**config.mk**
```make
export PLATFORM = sky130hd
export DESIGN_NAME = ysyx_24100029_idex_reg
export DESIGN_NICKNAME = d
export VERILOG_FILES = /design/src/rtl/ysyx_24100029_idex_reg_pkg.sv /design/src/rtl/ysyx_24100029_opsel.sv /design/src/rtl/ysyx_24100029_idex_reg.sv
export SDC_FILE = /design/constraint.sdc
export NUM_CORES = 1
export LEC_CHECK = 0
export ABC_AREA = 1
export CAP_MARGIN = 20
export CORE_MARGIN = 2
export CORE_UTILIZATION = 50
export CTS_BUF_LIST = sky130_fd_sc_hd__clkbuf_4 sky130_fd_sc_hd__clkbuf_8
export DETAILED_ROUTE_END_ITERATION = 8
export HOLD_SLACK_MARGIN = 0.08
export MAX_ROUTING_LAYER = met4
export PLACE_DENSITY = 0.89
export SYNTH_ARGS = -nofsm -noshare
export SYNTH_HDL_FRONTEND = slang
export SYNTH_HIERARCHICAL = 1
export SYNTH_SLANG_ARGS = --single-unit
export TNS_END_PERCENT = 100
```
**constraint.sdc**
```tcl
create_clock -name clock -period 3.4 [get_ports clock]
set_clock_uncertainty 0.05 [all_clocks]
set_input_delay 0.85 -clock clock [delete_from_list [all_inputs] [get_ports clock]]
set_output_delay 0.85 -clock clock [all_outputs]
set_load 0.01 [all_outputs]
```
**src/rtl/ysyx_24100029_idex_reg_pkg.sv**
```systemverilog
// Shared decode/execute definitions: ALU opcodes, operand-select encodings and forwarding match helper.
package ysyx_24100029_idex_reg_pkg;

   localparam logic [3:0] ALU_ADD  = 4'd0;
   localparam logic [3:0] ALU_SUB  = 4'd1;
   localparam logic [3:0] ALU_AND  = 4'd2;
   localparam logic [3:0] ALU_OR   = 4'd3;
   localparam logic [3:0] ALU_XOR  = 4'd4;
   localparam logic [3:0] ALU_SLT  = 4'd5;

   localparam logic [1:0] SRC1_RS1   = 2'd0;
   localparam logic [1:0] SRC1_PC    = 2'd1;
   localparam logic [1:0] SRC1_ZERO  = 2'd2;
   localparam logic [1:0] SRC1_ZERO2 = 2'd3;

   localparam logic [1:0] SRC2_RS2   = 2'd0;
   localparam logic [1:0] SRC2_IMM   = 2'd1;
   localparam logic [1:0] SRC2_FOUR  = 2'd2;
   localparam logic [1:0] SRC2_ZERO  = 2'd3;

   // x0 is hard-wired, so a write to it must never override an operand.
   function automatic logic fwd_hit(input logic wen, input logic [4:0] rd, input logic [4:0] idx);
      return wen && (rd != 5'd0) && (rd == idx);
   endfunction

endpackage

```
**src/rtl/ysyx_24100029_opsel.sv**
```systemverilog
// Combinational ALU operand selection from the held ID/EX state.
module ysyx_24100029_opsel
   import ysyx_24100029_idex_reg_pkg::*;
#(
   parameter int BW = 32
) (
   input  logic [1:0]    i_src1_sel,
   input  logic [1:0]    i_src2_sel,
   input  logic [BW-1:0] i_rs1,
   input  logic [BW-1:0] i_rs2,
   input  logic [BW-1:0] i_pc,
   input  logic [BW-1:0] i_imm,
   output logic [BW-1:0] o_d1,
   output logic [BW-1:0] o_d2
);

   always_comb begin
      o_d1 = '0;
      case (i_src1_sel)
         SRC1_RS1:   o_d1 = i_rs1;
         SRC1_PC:    o_d1 = i_pc;
         SRC1_ZERO:  o_d1 = '0;
         SRC1_ZERO2: o_d1 = '0;
         default:    o_d1 = '0;
      endcase
   end

   always_comb begin
      o_d2 = '0;
      case (i_src2_sel)
         SRC2_RS2:  o_d2 = i_rs2;
         SRC2_IMM:  o_d2 = i_imm;
         SRC2_FOUR: o_d2 = BW'(4);
         SRC2_ZERO: o_d2 = '0;
         default:   o_d2 = '0;
      endcase
   end

endmodule

```
**src/rtl/ysyx_24100029_idex_reg.sv**
```systemverilog
// ID/EX single-entry pipeline register with valid/ready handshake, writeback
// forwarding at capture and while held, flush, and a stall-cycle counter.
module ysyx_24100029_idex_reg
   import ysyx_24100029_idex_reg_pkg::*;
#(
   parameter int BW = 32
) (
   input  logic          clock,
   input  logic          reset,
   input  logic          in_valid,
   output logic          in_ready,
   input  logic [BW-1:0] in_pc,
   input  logic [BW-1:0] in_rs1_data,
   input  logic [BW-1:0] in_rs2_data,
   input  logic [BW-1:0] in_imm,
   input  logic [4:0]    in_rs1_idx,
   input  logic [4:0]    in_rs2_idx,
   input  logic [4:0]    in_rd,
   input  logic          in_rd_wen,
   input  logic [3:0]    in_alu_choice,
   input  logic [1:0]    in_src1_sel,
   input  logic [1:0]    in_src2_sel,
   input  logic          fwd_wen,
   input  logic [4:0]    fwd_rd,
   input  logic [BW-1:0] fwd_data,
   input  logic          flush,
   input  logic          out_ready,
   output logic          out_valid,
   output logic [BW-1:0] alu_d1,
   output logic [BW-1:0] alu_d2,
   output logic [BW-1:0] out_store_data,
   output logic [3:0]    out_alu_choice,
   output logic [4:0]    out_rd,
   output logic          out_rd_wen,
   output logic [BW-1:0] out_pc,
   output logic [31:0]   stall_cnt
);

   logic          r_valid;
   logic [BW-1:0] r_pc;
   logic [BW-1:0] r_rs1;
   logic [BW-1:0] r_rs2;
   logic [BW-1:0] r_imm;
   logic [4:0]    r_rs1_idx;
   logic [4:0]    r_rs2_idx;
   logic [4:0]    r_rd;
   logic          r_rd_wen;
   logic [3:0]    r_alu_choice;
   logic [1:0]    r_src1_sel;
   logic [1:0]    r_src2_sel;
   logic [31:0]   r_stall_cnt;

   logic          w_accept;
   logic          w_fire;
   logic          w_stall;
   logic [BW-1:0] w_cap_rs1;
   logic [BW-1:0] w_cap_rs2;

   assign in_ready = !r_valid || out_ready;
   assign w_accept = in_valid && in_ready;
   assign w_fire   = r_valid && out_ready;
   assign w_stall  = r_valid && !out_ready;

   assign w_cap_rs1 = fwd_hit(fwd_wen, fwd_rd, in_rs1_idx) ? fwd_data : in_rs1_data;
   assign w_cap_rs2 = fwd_hit(fwd_wen, fwd_rd, in_rs2_idx) ? fwd_data : in_rs2_data;

   always_ff @(posedge clock) begin
      if (reset) begin
         r_valid      <= 1'b0;
         r_pc         <= '0;
         r_rs1        <= '0;
         r_rs2        <= '0;
         r_imm        <= '0;
         r_rs1_idx    <= '0;
         r_rs2_idx    <= '0;
         r_rd         <= '0;
         r_rd_wen     <= 1'b0;
         r_alu_choice <= '0;
         r_src1_sel   <= '0;
         r_src2_sel   <= '0;
         r_stall_cnt  <= '0;
      end else begin
         // A flushed cycle is not a stall: the held entry is being discarded.
         if (w_stall && !flush)
            r_stall_cnt <= r_stall_cnt + 32'd1;

         if (flush) begin
            r_valid <= 1'b0;
         end else if (w_accept) begin
            r_valid      <= 1'b1;
            r_pc         <= in_pc;
            r_rs1        <= w_cap_rs1;
            r_rs2        <= w_cap_rs2;
            r_imm        <= in_imm;
            r_rs1_idx    <= in_rs1_idx;
            r_rs2_idx    <= in_rs2_idx;
            r_rd         <= in_rd;
            r_rd_wen     <= in_rd_wen;
            r_alu_choice <= in_alu_choice;
            r_src1_sel   <= in_src1_sel;
            r_src2_sel   <= in_src2_sel;
         end else begin
            if (w_fire)
               r_valid <= 1'b0;
            if (w_stall && fwd_hit(fwd_wen, fwd_rd, r_rs1_idx))
               r_rs1 <= fwd_data;
            if (w_stall && fwd_hit(fwd_wen, fwd_rd, r_rs2_idx))
               r_rs2 <= fwd_data;
         end
      end
   end

   ysyx_24100029_opsel #(.BW(BW)) u_opsel (
      .i_src1_sel (r_src1_sel),
      .i_src2_sel (r_src2_sel),
      .i_rs1      (r_rs1),
      .i_rs2      (r_rs2),
      .i_pc       (r_pc),
      .i_imm      (r_imm),
      .o_d1       (alu_d1),
      .o_d2       (alu_d2)
   );

   assign out_valid      = r_valid;
   assign out_store_data = r_rs2;
   assign out_alu_choice = r_alu_choice;
   assign out_rd         = r_rd;
   assign out_rd_wen     = r_rd_wen;
   assign out_pc         = r_pc;
   assign stall_cnt      = r_stall_cnt;

endmodule

```
# Word-level counts from Yosys, hierarchy flattened
# Index checks and enable logic that the tools add are counted.
# word_totals
ramBits,0
input_bits,195
regBits,185
mem_bits_ro,0
latchBits,0
elab_cells,61
mem_count,0
# classes
shift,0
eq_ne,10
div_mod_pow,0
n_addsub,1
order_cmp,0
mux,10
n_reduce_logical,26
n_bitwise,1
n_mul,0
# ops
operator,count
32-bit 2-to-1 mux,6
32-bit one-hot mux with 4 select lines,1
32-bit one-hot mux with 3 select lines,1
"32-bit by 1-bit adder with 32-bit output, second input constant",1
5-bit == test,4
1-bit logical AND,11
"2-bit == test, second input constant",4
2-bit AND reduction,3
2-bit nonzero test,3
5-bit nonzero test,1
"2-bit by 1-bit == test with 1-bit output, second input constant",2
2-bit zero test,2
2-bit OR reduction,2
1-bit zero test,3
1-bit 2-to-1 mux,2
1-bit logical OR,1
1-bit NOT,1

# Depth between registers and ports, before layout
# logic_depth
depth_word,6
depth_mapped,13
mapped_depth_nobuf,12

# Modules after synthesis
# The synthesis kept the hierarchy.
# by_module_without_submodules
mod,area_per_inst_um2,n_inst,seq_area_each_um2,cells_per_inst
ysyx_24100029_idex_reg,8673.3,1,3703.6,1289
ysyx_24100029_opsel,1301.2,1,0.0,217

# Least setup slack after synthesis
# Ideal clock, no wire load.
# synth_path
path_kind,input -> register
start,input fwd_rd[2]
end,register r_rs1[10]
setup_time_ns,0.109
t_arrival_ns,1.961
path_buffers,2
stages,12
setup_slack_ns,1.280
path_cell_list,buf_2 -> nor2_1 -> nand3_1 -> nand2_1 -> nor2_1 -> nand2_1 -> nand2_1 -> nand2_1 -> clkbuf_1 -> a21oi_1 -> nand2_1 -> inv_1
# synth_between
elab_chain_len,6
# synth_rtl
item,line_no,source
"start, declared",ysyx_24100029_idex_reg.sv:24,"input logic [4:0] fwd_rd,"
5-bit nonzero test,ysyx_24100029_idex_reg_pkg.sv:23,return wen && (rd != 5'd0) && (rd == idx);
1-bit logical AND (2 in series),ysyx_24100029_idex_reg_pkg.sv:23,
1-bit logical AND,ysyx_24100029_idex_reg.sv:105,"if (w_stall && fwd_hit(fwd_wen, fwd_rd, r_rs1_idx))"
2-bit nonzero test (no source line),n/a,
2-bit AND reduction (no source line),n/a,
"end signal, assigned",ysyx_24100029_idex_reg.sv:92,r_rs1 <= w_cap_rs1;
"end signal, assigned",ysyx_24100029_idex_reg.sv:106,r_rs1 <= fwd_data;
"end, declared",ysyx_24100029_idex_reg.sv:41,logic [BW-1:0] r_rs1;
# Parallel ways exist; a longest one is shown, timed or not.
# A chain may end at the register's enable or synchronous reset.

# Worst setup path after layout
# layout_path
start,register r_src1_sel[1]
end,output alu_d1[3]
# layout_between
elab_chain_len,3
# layout_rtl
item,line_no,source
"start, declared",ysyx_24100029_idex_reg.sv:49,logic [1:0] r_src1_sel;
"start signal, assigned",ysyx_24100029_idex_reg.sv:100,r_src1_sel <= in_src1_sel;
2-bit == test,ysyx_24100029_opsel.sv:19,case (i_src1_sel)
2-bit OR reduction (no source line),n/a,
32-bit one-hot mux with 3 select lines (*),ysyx_24100029_opsel.sv:19,
"end, declared",ysyx_24100029_idex_reg.sv:29,"output logic [BW-1:0] alu_d1,"
# Mark *: on every way between the ends. The rest lies on a longest branch, timed or not.

==> reports/qor.yml <==
hpwl_um: 27000
rr_startpoint: "stall_cnt[0]$_SDFFE_PP0P_"
clkTransAtPathRegs_ns: 0.09
core-area_um2: 19500
cp-startpoint: "r_src1_sel[1]$_SDFFE_PP0P_"
critPathTopFamily: "buffers and inverters"
postCtsSetupBuffers: 0
grt_pass1_wl_um: 57200
final_common_cell: "nand2_1"
slew_headroom_pct: 57.0
grt_antenna_before_repair: 5
worst_pin_slew_ns: 0.645
ys_seq_elements: 185
internal-power_uw: 3630
syn2layout_area_growth_pct: 41.2
holdBufCountCts: 0
post-route-min-period_ns: 3.23
critPathMaxFanout: 23
pwr-share-comb_pct: 22.7
slew_violations: 0
cts_buffers: 17
synth_area_um2: 9970
peakVddDrop_uv: 272
io_pins: 367
final_util_pct: 72.1
max_freq_mhz: 310
wl_per_cell_um: 17.5
grt_overflow: 0
finalSetupViolCount: 0
crit_buf_inv: 3
worstPathCellList: "inv_2 > buf_4 > nand3_2 > nand2_1 > clkdlybuf4s50_1"
synthCells: 1506
hold_path_class: "reg -> reg"
grt_max_degree: 78
hold_viol: 0
die_h_um: 145
switching_power_uw: 1490
critPathKind: "reg -> out"
drt_pre_antenna_iters: 5
grt_pass1_vias: 10800
track_usage_pct: 34.6
drcViolationCount: 0
end_kind: "primary output"
clock_tree.root_cell: "clkbuf_8"
synth_fp_nets: 1702
powerDensity_nw_per_um2: 363
critPathSlowestCell: "clkdlybuf4s50_1"
via_per_inst: 5.43
clk_path_buf_depth: 2
final_cell_mix: "nand2_1, clkdlybuf4s50_1, nand3_1"
max_stage_delay_ns: 0.54
rsz0062_at_grt: "false"
gp_congestion: 0.947
period_share_pct: 94.9
avgSynthCellArea_um2: 6.62
totalWireLength_um: 36600
pwr-share-clk_pct: 31.0
cts_sinks: 185
die_w_um: 145
switching_share_pct: 29.1
yosys.cell_types.count: 33
seq_area_frac_synth_pct: 37.1
drv_cap: 0
drive_above_1_share_pct: 8.28
h-tree-depth: 4
tns_ns: 0
leakagePower_uw: 0.00576
cts_tree: "yes"
drtIter0Drc: 1150
worstSkewPairLatency_ns: 0.48
min_from: "r_imm[23]$_SDFFE_PP0P_"
post_cts_resized: 0
cp_data_required_time_ns: 2.50
row_count: 51
synth-warning-count: 6
numPortBuffers: 366
critPathLaunchType: "flop"
vias: 11400
start_util_pct: 51.1
dieArea_um2: 21100
detail-route-antenna-nets: 0
crit_arrival_ns: 2.33
pwr-share-seq_pct: 46.3
final_nets: 2008
outcome: "completed"
[cell type report]
type / count / area, um2
diodes: 5 / 12.5
repair buffers: 390 / 3890
multi-input cells: 1038 / 5050
well taps: 265 / 332
clock inverters: 10 / 143
clock buffers: 21 / 270
fillers: 1624 / 5440
flip-flops and latches: 185 / 3700
inverters: 180 / 677
[synthesized netlist by cell type]
library cell	instances	area share, %
a21oi_1	168	8.4
a21oi_2	1	0.088
a31oi_1	2	0.13
buf_1	1	0.038
buf_12	3	0.60
buf_2	36	1.8
buf_6	8	0.90
buf_8	1	0.15
clkbuf_1	51	1.9
clkbuf_4	3	0.23
dfxtp_1	185	37
ha_1	1	0.13
inv_1	175	6.6
inv_2	5	0.19
nand2_1	400	15
nand2_2	43	2.7
nand3_1	266	13
nand3_2	32	3.2
nand3b_1	2	0.15
nand4_1	5	0.31
nor2_1	47	1.8
nor2_2	4	0.25
nor2_4	5	0.56
nor2_8	1	0.20
nor3_1	17	0.85
nor3_2	2	0.20
nor3b_1	1	0.075
nor4_1	1	0.063
o21a_1	1	0.075
o21ai_0	14	0.70
o21ai_1	1	0.050
xnor2_1	10	0.88
xor2_1	14	1.2
[power by group through the flow]
stage | Sequential [uW] | Clock [uW] | Combinational (uW)
CTS | 2370 | 1600 | 1150
finish | 2370 | 1590 | 1160
global route | 2380 | 1700 | 1250
floorplan | 2420 | 0 | 538
global placement | 2410 | 0 | 1130
detailed placement | 2420 | 0 | 1150
[worst reg2reg max path, cell delays in order (launching register included)]
cell and delay (ns):
dfxtp_1 0.45, ha_1 0.26, nand3_1 0.11, nor2_2 0.20, nand2_1 0.14, nor2_4 0.19, nand2_2 0.12, nor2_4 0.13
nand2_1 0.07, nand2_1 0.07, inv_1 0.04, nor2_1 0.08
[cell families (layout without fill, tap and decap cells)]
family,Yosys count,after routing,synth area share (%)
AO/OA/AOI/OAI,187,187,9.47
XOR/XNOR,24,24,2.11
adder cells (fa/ha/maj),1,1,0.125
buffers and inverters,283,601,12.4
flip-flops,185,185,37.1
other,0,5,0
AND/OR/NAND/NOR,826,826,38.7
[final timing paths]
path	end	slack, ns	cells past startpoint
worst max-delay path	alu_d1[3]	0.17	5
worst min-delay path	r_imm[23]$_SDFFE_PP0P_	0.42	2
worst max register to register	stall_cnt[28]$_SDFFE_PP0P_	1.42	11
worst min register to register	r_imm[23]$_SDFFE_PP0P_	0.42	2
[stage by stage]
step                      cells  total power [uW]  worst slack [ns]  area (um2)  hold slack (ns)
after floorplan            1506              2950              1.28        9970            0.390
after detailed placement   2058              3560             0.298       13700            0.402
after global routing       2094              5330            0.0758       14100            0.430
after global placement     2058              3540             0.306       13700            0.398
after CTS                  2089              5120             0.157       14100            0.417
final                      2094              5120             0.173       14100            0.416
[per-layer routing]
metal / part of all wire, % / vias to the layer above / track usage [%]
met5: 0 / - / -
met4: 3.8 / 0 / 14.5
met2: 47 / 561 / 54.7
met1: 41 / 5288 / 43.5
li1: - / 5419 / -
met3: 8.4 / 92 / 6.70
[sequential cells by signal, indices dropped and copies added, names as in the netlist]
signal          count
r_imm              32
r_rs2_idx           5
out_valid           1
out_pc             32
out_rd_wen          1
r_rs1_idx           5
out_rd              5
r_rs1              32
stall_cnt          32
r_src1_sel          2
r_src2_sel          2
out_alu_choice      4
out_store_data     32
No activity file was read; power rests on OpenSTA's default activity.
